$ cat src/rtl/alu_md.sv
// alu_md: multi-cycle ALU with valid/ready handshakes on both sides.
// Single-cycle logic/arith/shift ops, shift-add multiply and restoring divide
// (WIDTH iterations each), remainder/high-word output on hi.
// Optional feature macro: ALU_MD_SIGNED_EN adds signed MUL (1110) and DIV (1111).
//
// state | meaning
// IDLE  | ready to accept an operation
// EXEC  | single-cycle op (incl. divide-by-zero) computed into result regs
// BUSY  | WIDTH multiply/divide iterations, then one sign-fix/writeback cycle
// DONE  | result held until out_ready
module alu_md #(
  parameter int WIDTH = 16,
  parameter int OP_W  = 4
) (
  input  logic             clk,
  input  logic             reset,
  input  logic             in_valid,
  output logic             in_ready,
  input  logic [OP_W-1:0]  op,
  input  logic [WIDTH-1:0] a,
  input  logic [WIDTH-1:0] b,
  output logic             out_valid,
  input  logic             out_ready,
  output logic [WIDTH-1:0] result,
  output logic [WIDTH-1:0] hi,
  output logic             zero,
  output logic             dz
);
  localparam int SH_W  = $clog2(WIDTH);
  localparam int CNT_W = $clog2(WIDTH + 1);

  localparam logic [OP_W-1:0] OP_AND  = OP_W'(4'h0);
  localparam logic [OP_W-1:0] OP_OR   = OP_W'(4'h1);
  localparam logic [OP_W-1:0] OP_ADD  = OP_W'(4'h2);
  localparam logic [OP_W-1:0] OP_XOR  = OP_W'(4'h3);
  localparam logic [OP_W-1:0] OP_NOR  = OP_W'(4'h4);
  localparam logic [OP_W-1:0] OP_SUB  = OP_W'(4'h6);
  localparam logic [OP_W-1:0] OP_SLT  = OP_W'(4'h7);
  localparam logic [OP_W-1:0] OP_SLL  = OP_W'(4'h8);
  localparam logic [OP_W-1:0] OP_SRL  = OP_W'(4'h9);
  localparam logic [OP_W-1:0] OP_SRA  = OP_W'(4'hA);
  localparam logic [OP_W-1:0] OP_MULU = OP_W'(4'hC);
  localparam logic [OP_W-1:0] OP_DIVU = OP_W'(4'hD);
`ifdef ALU_MD_SIGNED_EN
  localparam logic [OP_W-1:0] OP_MUL  = OP_W'(4'hE);
  localparam logic [OP_W-1:0] OP_DIV  = OP_W'(4'hF);
`endif

  typedef enum logic [1:0] {IDLE, EXEC, BUSY, DONE} state_t;
  state_t state, state_d;

  logic [OP_W-1:0]  op_q;
  logic [WIDTH-1:0] a_q, b_q, acc_hi, acc_lo, opd;
  logic [CNT_W-1:0] cnt;
  logic             neg_p, neg_r;
  logic             accept, start_md;
  logic [WIDTH-1:0] mag_a, mag_b, ex_res, ex_hi, fin_lo, fin_hi;
  logic             sgn_p, sgn_r, ex_dz;
  logic [WIDTH:0]   mul_sum, div_shift, div_trial;

  function automatic logic is_div(input logic [OP_W-1:0] o);
`ifdef ALU_MD_SIGNED_EN
    return (o == OP_DIVU) || (o == OP_DIV);
`else
    return o == OP_DIVU;
`endif
  endfunction

  function automatic logic is_md(input logic [OP_W-1:0] o);
`ifdef ALU_MD_SIGNED_EN
    return (o == OP_MULU) || (o == OP_MUL) || is_div(o);
`else
    return (o == OP_MULU) || is_div(o);
`endif
  endfunction

  assign in_ready  = (state == IDLE);
  assign out_valid = (state == DONE);
  assign accept    = in_valid & in_ready;
  // divide by zero takes the single-cycle path
  assign start_md  = is_md(op) && !(is_div(op) && (b == '0));

  // state register
  always_ff @(posedge clk) begin
    if (reset) state <= IDLE;
    else       state <= state_d;
  end

  // next-state logic
  always_comb begin
    state_d = state;
    case (state)
      IDLE:    if (accept) state_d = start_md ? BUSY : EXEC;
      EXEC:    state_d = DONE;
      BUSY:    if (cnt == '0) state_d = DONE;
      DONE:    if (out_ready) state_d = IDLE;
      default: state_d = IDLE;
    endcase
  end

  // operand magnitudes and sign-fix flags for the iterative engine
  always_comb begin
    mag_a = a;
    mag_b = b;
    sgn_p = 1'b0;
    sgn_r = 1'b0;
`ifdef ALU_MD_SIGNED_EN
    if ((op == OP_MUL) || (op == OP_DIV)) begin
      if (a[WIDTH-1]) mag_a = -a;
      if (b[WIDTH-1]) mag_b = -b;
      sgn_p = a[WIDTH-1] ^ b[WIDTH-1];
      sgn_r = (op == OP_DIV) && a[WIDTH-1];
    end
`endif
  end

  // single-cycle results from latched operands
  always_comb begin
    ex_res = '0;
    ex_hi  = '0;
    ex_dz  = 1'b0;
    case (op_q)
      OP_AND:  ex_res = a_q & b_q;
      OP_OR:   ex_res = a_q | b_q;
      OP_ADD:  ex_res = a_q + b_q;
      OP_XOR:  ex_res = a_q ^ b_q;
      OP_NOR:  ex_res = ~(a_q | b_q);
      OP_SUB:  ex_res = a_q - b_q;
      OP_SLT:  ex_res = {{(WIDTH-1){1'b0}}, ($signed(a_q) < $signed(b_q))};
      OP_SLL:  ex_res = a_q << b_q[SH_W-1:0];
      OP_SRL:  ex_res = a_q >> b_q[SH_W-1:0];
      OP_SRA:  ex_res = $signed(a_q) >>> b_q[SH_W-1:0];
      default: begin
        // only a zero-divisor divide reaches EXEC with a divide opcode
        if (is_div(op_q)) begin
          ex_res = '1;
          ex_hi  = a_q;
          ex_dz  = 1'b1;
        end
      end
    endcase
  end

  // one shift-add / restoring-divide step
  always_comb begin
    mul_sum   = {1'b0, acc_hi} + (acc_lo[0] ? {1'b0, opd} : '0);
    div_shift = {acc_hi, acc_lo[WIDTH-1]};
    div_trial = div_shift - {1'b0, opd};
  end

  // final sign correction of the magnitude result
  always_comb begin
    fin_lo = acc_lo;
    fin_hi = acc_hi;
    if (is_div(op_q)) begin
      if (neg_p) fin_lo = -acc_lo;
      if (neg_r) fin_hi = -acc_hi;
    end else if (neg_p) begin
      {fin_hi, fin_lo} = -{acc_hi, acc_lo};
    end
  end

  // operand capture, iteration engine and result registers
  always_ff @(posedge clk) begin
    if (reset) begin
      op_q   <= '0;
      a_q    <= '0;
      b_q    <= '0;
      acc_hi <= '0;
      acc_lo <= '0;
      opd    <= '0;
      cnt    <= '0;
      neg_p  <= 1'b0;
      neg_r  <= 1'b0;
      result <= '0;
      hi     <= '0;
      zero   <= 1'b0;
      dz     <= 1'b0;
    end else begin
      case (state)
        IDLE: if (accept) begin
          op_q   <= op;
          a_q    <= a;
          b_q    <= b;
          cnt    <= CNT_W'(WIDTH);
          acc_hi <= '0;
          acc_lo <= is_div(op) ? mag_a : mag_b;
          opd    <= is_div(op) ? mag_b : mag_a;
          neg_p  <= sgn_p;
          neg_r  <= sgn_r;
        end
        EXEC: begin
          result <= ex_res;
          hi     <= ex_hi;
          zero   <= (ex_res == '0);
          dz     <= ex_dz;
        end
        BUSY: begin
          if (cnt != '0) begin
            cnt <= cnt - 1'b1;
            if (is_div(op_q)) begin
              if (!div_trial[WIDTH]) begin
                acc_hi <= div_trial[WIDTH-1:0];
                acc_lo <= {acc_lo[WIDTH-2:0], 1'b1};
              end else begin
                acc_hi <= div_shift[WIDTH-1:0];
                acc_lo <= {acc_lo[WIDTH-2:0], 1'b0};
              end
            end else begin
              acc_hi <= mul_sum[WIDTH:1];
              acc_lo <= {mul_sum[0], acc_lo[WIDTH-1:1]};
            end
          end else begin
            result <= fin_lo;
            hi     <= fin_hi;
            zero   <= (fin_lo == '0);
            dz     <= 1'b0;
          end
        end
        default: ;
      endcase
    end
  end

endmodule

$ cat config.mk
export PLATFORM = sky130hd
export DESIGN_NAME = alu_md
export DESIGN_NICKNAME = d
export VERILOG_FILES = /design/src/rtl/alu_md.sv
export SDC_FILE = /design/constraint.sdc
export NUM_CORES = 1
export LEC_CHECK = 0
export ABC_AREA = 1
export BUFFER_PORTS_ARGS = -buffer_cell sky130_fd_sc_hd__buf_2
export CAP_MARGIN = 20
export CORE_MARGIN = 8
export CORE_UTILIZATION = 42
export CTS_BUF_LIST = sky130_fd_sc_hd__clkbuf_2
export DETAILED_ROUTE_END_ITERATION = 12
export SYNTH_ARGS = -nofsm -noshare
export SYNTH_HDL_FRONTEND = slang
export SYNTH_SLANG_ARGS = --single-unit
export TNS_END_PERCENT = 20
$ cat constraint.sdc
create_clock -name clk -period 5.5 [get_ports clk]
set_input_delay 1.1 -clock clk [delete_from_list [all_inputs] [get_ports clk]]
set_output_delay 1.1 -clock clk [all_outputs]
set_load 0.005 [all_outputs]
==> summary.md, run 1 <==
| Metric | Value |
|---|---|
| Outcome | finished clean |
| EDFF count, synth | 0 |
| Clock-pin slew reported for the worst setup and hold paths after clock tree synthesis | 170 ps |
| H-Tree Depth | 4 |
| Utilization after layout | 45.21% |
| Worst slew margin relative to its limit | a little over a quarter |
| Post-cts repair resize count | 0 |
| Logic depth of the worst register-to-register path | 17 |
| Max-capacitance violation count | 0 |
| Class of the most critical hold timing path | register to register |
| Register share of total power | a little over a quarter |
| Worst-case hold path end point | result[11] |
| Net count after synthesis | approximately 2100 |
| Routed WL per cell | between 15 and 20 um |
| Num CTS Buffers | 17 |
| Nets | between 2000 and 2500 |
| Standby leakage power | 0.006071 uW |
| Number of ports placed on the die boundary | 76 |
| PD cells | roughly 470 nW/um2 |
| Dominant cells by area after synthesis | dfxtp_1, nand2_1, ha_1 |
| Net load switching power | roughly 3300 uW |
| Library cells used by synthesis | 50 |
| Switching power as a share of total power | a little under three fifths |
| Worst-path maximum fanout | 24 |
| CP Cell Sequence | inv_1, buf_4, ha_1, inv_1, a21oi_1, nand2_1, nand2_1, nand2_1, nand2_1, nand4_1, nand3_1, nand2_1, nor2_1, nand2_1, nor2_1, nand4_1, a21oi_1 |
| Cell accounting for the most synthesized area | dfxtp_1 |
| Async SR Flop Fraction | 0% |
| Number of buffers inserted to repair setup after CTS | 0 |
| Multi-input gate area | 7815 um2 |
| Filler cells | between 3000 and 4000 |
| Worst vdd rail ir drop | approximately 0.27 mV |
| Post-route ant nets | 0 |
| Count of input and output buffers | 75 |
| Pin count of the biggest net entering global routing | 89 |
| Number of antenna violations at the first check in global routing | 1 |
| Slew at the pin closest to its max-slew limit | around 1100 ps |
| Buffers from clock root to sink, at most | 2 |
| Comb power frac | 63.0% |
| Worst-Skew Late Latency | ~700 ps |
| Area of the mapped netlist | 11640 um2 |
| Placed Instance Area | 12190 um2 |
| Global-route wire length before repair | slightly above 70 mm |
| DP Wirelength | 36.84 mm |
| Total of hold buffers inserted after clock tree synthesis | 0 |
| Clock net sink count | 125 |
| Number of vias per cell | 5.607 |
| Global-route track usage on met1 | roughly a third |
| Final WL | 46.31 mm |
| Final clock period utilization by the worst path | 60.75% |
| Die Span X | between 150 and 200 um |
| Number of DRC violations after detailed routing | 0 |
| Area of all placed cells without fillers | 12460 um2 |
| Synthesized flop and latch total | approximately 130 |
| Internal power of the cells | 2558 uW |
| Total number of vias | ~13000 |
| Layout cells sized above 1 | 7.392% |
| Area growth from synthesis to layout | 6.963% |
| Via count of the first global-routing pass | 12280 |
| Met3 track demand over resource | around 2.8% |
| Critical-path top delay cell | dfxtp_1 |
| Most used cell, CP | nand2_1 |
| Mean cell area of the mapped netlist | roughly 6 um2 |
| FF-to-FF End | zero |
| Placeable core region | between 20000 and 30000 um2 |
| Global routing's busiest layer | met2 |
| Shortest clock period the worst path allows after layout | around 3300 ps |
| Data arrival at the endpoint of the critical path | 3970 ps |
| Required arrival time at the worst endpoint | about 6000 ps |
| Hold Vio Cnt, Final | 0 |
| Seq/Total Area, Yosys | 21.49% |
| Effective utilization at floorplan | between 40% and 50% |
| Crit path capture type | register |
| Pins over their slew limit | 0 |
| WS Path Type | register to register |
| Met2 usage in global routing | between 40% and 50% |
| Portion of synthesized cell area occupied by the leading cell type | 21.49% |
| Ys Warns | 0 |
| Maximum clock frequency | 299.3 MHz |
| Setup total negative slack | 0 ps |
| Final weighted congestion in routability-driven placement | 1.035 |
| Leftover overflow at the end of global routing | 0 |
| Synth Flop Type | dfxtp_1 |
| Unrepaired setup endpoints after global routing | no |
| Pre-antenna DRT Iters | 6 |
| Hold Crit Depth | 2 |
| CTS tree | yes |
| Tot GR Track Use | 27.56% |
| Reg2reg start | b_q[3] |
| Biggest cell delay along the critical path | 730 ps |
| Placement Rows | around 60 |
| Relative contribution of the clock network to total power | between 10% and 20% |
| Detailed Route Iter0 Violations | roughly 1400 |
| Floorplan die area | between 30000 and 40000 um2 |
| Final Setup Violations | 0 |
| Hold wc startpoint | result[11] |
| Reg-to-reg slack, setup | 2160 ps |
| Kind of launch point of the worst setup path | register |
| Library cell used as clock root buffer | clkbuf_2 |
| Total area of sequential cells | 2502 um2 |
| Synthesized instance count | 1953 |
| Setup Skew | approximately 40 ps |
| DIE HEIGHT | about 180 um |
[worst max-delay path: cells and delay by family (launching register included)]
family / cells / cell delay [ps]
adders and majority gates: 1 / 500
buffers and inverters: 3 / 450
and+or+nand+nor: 11 / 1270
DFF: 1 / 730
AOI/OAI and AO/OA: 2 / 330
[cells in the mapped netlist (all sizes together), types with 8 or more instances]
library cell	number
o211ai	41
ha	95
nor2	132
nand4	19
nand2	522
or2	8
buf	38
nor3	17
a21oi	196
xnor2	10
nand3	208
o21ai	159
clkbuf	56
xor2	9
a31oi	35
inv	241
dfxtp	125
o21bai	8
[cell type report]
type / instances / share of cell area [%]
Inverter: 243 / 7.343
Clock buffer: 17 / 0.6831
Clock inverter: 12 / 1.396
Sequential cell: 125 / 20.09
Tap cell: 378 / 3.797
Antenna cell: 1 / 0.02009
Multi-Input combinational cell: 1491 / 62.74
Timing Repair Buffer: 87 / 3.928
[power by group through the flow]
stage | sequential [uW] | clock, uW | combinational (uW)
floorplan | 1340 | 0 | 2650
global placement | 1550 | 0 | 3590
detailed placement | 1550 | 0 | 3640
CTS | 1530 | 646 | 3650
global route | 1560 | 682 | 4140
finish | 1540 | 638 | 3710
[flip-flops by register name, summed over array words and instances (netlist names)]
signal / flops
a_q: 16
acc_hi: 16
acc_lo: 16
b_q: 16
cnt: 5
dz: 1
hi: 16
op_q: 4
opd: 16
result: 16
state: 2
zero: 1
[stage by stage]
step	hold slack (ps)	setup WS, ps	total power (uW)	std cells
finish	475.4	2159	5888	2354
global placement	442.1	2196	5143	2322
floorplan	426.6	2965	3991	1953
CTS	477.7	2204	5831	2353
global route	508.7	1819	6383	2354
detailed placement	455.0	2214	5193	2324
[layout by cell type (no fill, tap or decap), types with 2 or more instances in the layout]
| cell type | n |
|---|---|
| nor3_1 | 15 |
| o21bai_1 | 8 |
| a21oi_1 | 195 |
| nand4_1 | 19 |
| nand2_2 | 2 |
| inv_2 | 9 |
| nand3_1 | 208 |
| ha_1 | 94 |
| nor2_1 | 125 |
| nor4_1 | 4 |
| dfxtp_1 | 125 |
| or2_1 | 2 |
| inv_1 | 231 |
| nor2_2 | 6 |
| o22ai_1 | 4 |
| o21ai_0 | 152 |
| and2_1 | 2 |
| clkinv_4 | 2 |
| fa_1 | 4 |
| clkinv_1 | 3 |
| nand2_1 | 519 |
| buf_4 | 10 |
| o211ai_1 | 41 |
| clkbuf_2 | 17 |
| o21ai_1 | 6 |
| a21o_1 | 2 |
| or2_2 | 6 |
| buf_2 | 75 |
| bufinv_16 | 4 |
| clkinvlp_4 | 3 |
| clkinv_2 | 2 |
| o21a_1 | 3 |
| a31oi_1 | 35 |
| xnor2_1 | 10 |
| xor2_1 | 9 |
| o221ai_1 | 4 |
[routing by layer]
| metal | vias up | routed length [um] |
|---|---|---|
| li1 | 6498 | - |
| met1 | 6047 | 19450 |
| met2 | 556 | 21420 |
| met3 | 97 | 2678 |
| met4 | 0 | 2766 |
| met5 | - | 0 |
[logic make-up after synthesis]
logic type / count (synthesis) / synth area share (%)
AOI/OAI and AO/OA: 459 / 21.67
xor gates and xnor gates: 19 / 1.429
adders and majority gates: 99 / 10.90
buffers and inverters: 337 / 11.46
DFF: 125 / 21.49
and+or+nand+nor: 914 / 33.05
[worst max path at each step]
stage | startpoint | to | cells after the start
final | b_q[3] | zero | 17
after global routing | b_q[3] | zero | 17
after detailed placement | b_q[3] | zero | 17
after floorplan | b_q[3] | zero | 18
after CTS | b_q[3] | zero | 17
after global placement | a_q[14] | zero | 13
Power figures use the tool's default switching activity.
==> run 2: changes to the inputs <==
- clock period: 5.5 -> 2.8 ns (I/O delays scaled with it)
==> run 2 against run 1 <==
  * Sequential share of layout area decreased by 1.1 points
  * Die area is the same
  * Clock skew increased by 4.4 ps
  * Sequential power up 79%
  * First-iteration DRC count down 17%
  * Register-to-register slack got worse by 2000 ps
  * Count of clock-buffer cells in the layout stayed put
  * Critical path type unchanged
==> summary.md, run 2 (synthesized netlist as in run 1, its figures left out) <==
| Metric | Value |
|---|---|
| Pin count of the biggest net entering global routing | 58 (was 89) |
| Area growth from synthesis to layout | 13.61% (was 6.963%) |
| Critical-path top delay cell | dfxtp_1 (unchanged) |
| Maximum clock frequency | 380.8 MHz (was 299.3 MHz) |
| Worst-path maximum fanout | 7 (was 24) |
| Via count of the first global-routing pass | 12660 (was 12280) |
| Count of input and output buffers | 75 (unchanged) |
| H-Tree Depth | 4 (unchanged) |
| Pre-antenna DRT Iters | 6 (unchanged) |
| Unrepaired setup endpoints after global routing | yes (was no) |
| Total number of vias | 13610 (was 13200) |
| Die Span X | 182.5 um (unchanged) |
| Required arrival time at the worst endpoint | 3470 ps (was 6120 ps) |
| Pins over their slew limit | 0 (unchanged) |
| Effective utilization at floorplan | 42.26% (unchanged) |
| Clock net sink count | 125 (unchanged) |
| Number of vias per cell | 5.558 (was 5.607) |
| Crit path buf inv count | 2 (was 3) |
| Final Setup Violations | 0 (unchanged) |
| Worst vdd rail ir drop | 0.7419 mV (was 0.2673 mV) |
| Crit path capture type | register (unchanged) |
| Max-capacitance violation count | 0 (unchanged) |
| Layout cells sized above 1 | 12.52% (was 7.392%) |
| Slew at the pin closest to its max-slew limit | 635.9 ps (was 1094 ps) |
| Leftover overflow at the end of global routing | 0 (unchanged) |
| Class of the most critical hold timing path | primary input to register (was register to register) |
| Biggest cell delay along the critical path | 410 ps (was 730 ps) |
| Routed WL per cell | 20.24 um (was 19.67 um) |
| Floorplan die area | 33310 um2 (unchanged) |
| Data arrival at the endpoint of the critical path | 3300 ps (was 3970 ps) |
| Worst slew margin relative to its limit | 57.35% (was 26.66%) |
| Post-route ant nets | 0 (unchanged) |
| Library cell used as clock root buffer | clkbuf_2 (unchanged) |
| Number of antenna violations at the first check in global routing | 1 (unchanged) |
| WS Path Type | register to register (unchanged) |
| DIE HEIGHT | 182.5 um (unchanged) |
| Shortest clock period the worst path allows after layout | 2626 ps (was 3341 ps) |
| Highest-count cells in the layout ignoring fill and taps | nand2_1, inv_1, nand3_1 (unchanged) |
| Number of ports placed on the die boundary | 76 (unchanged) |
| Hold Vio Cnt, Final | 0 (unchanged) |
| CP Cell Sequence | inv_1, ha_4, buf_4, nand2_1, nor2_2, nand3_1, nand3_1, nand2_1, nand2_1, nand2_1, nand2_1, nor2_1, nor2_1, nand2_1, nor2_1, nand4_1, a21oi_1 (was inv_1, buf_4, ha_1, inv_1, a21oi_1, nand2_1, nand2_1, nand2_1, nand2_1, nand4_1, nand3_1, nand2_1, nor2_1, nand2_1, nor2_1, nand4_1, a21oi_1) |
| Buffers from clock root to sink, at most | 2 (unchanged) |
| Placed Instance Area | 12880 um2 (was 12190 um2) |
| Num CTS Buffers | 17 (unchanged) |
| Tot GR Track Use | 29.18% (was 27.56%) |
| Pre-CTS setup slack | 4.862 ps (was 2214 ps) |
| Worst setup margin | 174.1 ps (was 2159 ps) |
| Nets | 2195 (was 2104) |
| Placement Rows | 61 (unchanged) |
| Final clock period utilization by the worst path | 93.78% (was 60.75%) |
| Detailed Route Iter0 Violations | 1192 (was 1431) |
| DP Wirelength | 39.95 mm (was 36.84 mm) |
| Crit path max-delay family | simple AND/OR/NAND/NOR gates (unchanged) |
| Area of all placed cells without fillers | 13230 um2 (was 12460 um2) |
| Placeable core region | 27550 um2 (unchanged) |
| Most used cell, CP | nand2_1 (unchanged) |
| Setup Skew | 43.93 ps (was 39.54 ps) |
| Kind of launch point of the worst setup path | register (unchanged) |
| Global-route wire length before repair | 74.49 mm (was 71.64 mm) |
| Final weighted congestion in routability-driven placement | 1.008 (was 1.035) |
| CTS tree | yes (unchanged) |
| Standby leakage power | 0.006505 uW (was 0.006071 uW) |
| Number of DRC violations after detailed routing | 0 (unchanged) |
| PD cells | 929.0 nW/um2 (was 472.7 nW/um2) |
| Outcome | finished clean (unchanged) |
| Clock-pin slew reported for the worst setup and hold paths after clock tree synthesis | 240 ps (was 170 ps) |
| Commonest non-fill, non-tap cell in the layout | nand2_1 (unchanged) |
| Worst-Skew Late Latency | 740 ps (was 700 ps) |
| Final WL | 49.56 mm (was 46.31 mm) |
| Total of hold buffers inserted after clock tree synthesis | 0 (unchanged) |
-- run 2: cell count changes in the layout (fill, tap and decap cells not counted), moves of 4 or more --
| cell | before | now |
|---|---|---|
| ha_1 | 94 | 84 |
| nand2_2 | 2 | 6 |
| nand2_1 | 519 | 515 |
| buf_4 | 10 | 100 |
| ha_4 | 0 | 7 |
-- run 2: cell type report --
type,instances,area (um2)
Antenna cell,1,2.502
Clock buffer,17,85.08
Clock inverter,15,122.6
Fill cell,3022,14320
Inverter,243,917.1
Multi-Input combinational cell,1491,7933
Sequential cell,125,2511
Tap cell,378,473.0
Timing Repair Buffer,178,1186
-- run 2: stage by stage --
stage	util (%)	cells	hold WS [ps]	setup TNS, ps	power, uW
after floorplan	-	1953	426.6	0	7840
after global placement	46.76	2414	439.8	0	10930
after detailed placement	46.76	2414	444.8	0	10930
after CTS	47.54	2446	80.65	0	12020
after global routing	48.02	2448	120.8	-91.35	13250
final	48.02	2448	143.2	0	12290
-- run 2: worst reg2reg max path: cells and delay by family, from the launching register on --
| kind | cells | cell delay [ps] |
|---|---|---|
| compound gates | 1 | 140 |
| fa+ha+maj | 1 | 340 |
| buf+inv | 2 | 240 |
| flops | 1 | 410 |
| simple gates | 13 | 1450 |
-- run 2: final timing paths --
path | from | to | slack [ps] | depth (start not counted)
min | b[13] | b_q[13] | 140 | 3
min reg2reg | cnt[0] | cnt[0] | 470 | 1
max | b_q[8] | zero | 170 | 17
max reg2reg | b_q[8] | zero | 170 | 17
-- run 2: power by group --
| part | leakage [uW] | switching (uW) | internal [uW] |
|---|---|---|---|
| combinational | 0.00537 | 5650 | 2810 |
| sequential | 0.00103 | 493 | 2260 |
| clock | 0.000111 | 764 | 311 |
| total | 0.00650 | 6910 | 5380 |
-- run 2: layer usage --
layer	global-route usage (%)	vias to the layer above	part of all wire (%)
met4	20.17	0	7.2
met2	47.97	526	46
met5	0	-	0
li1	-	6674	-
met3	3.122	111	5.8
met1	35.40	6296	41
-- run 2: repair_timing --
item | CTS | global route
cloned | 0 | 0
pin swaps | 0 | 4
resized for setup | 3 | 28
endpoints found under the setup margin | 3 | 17
setup buffers | 0 | 1
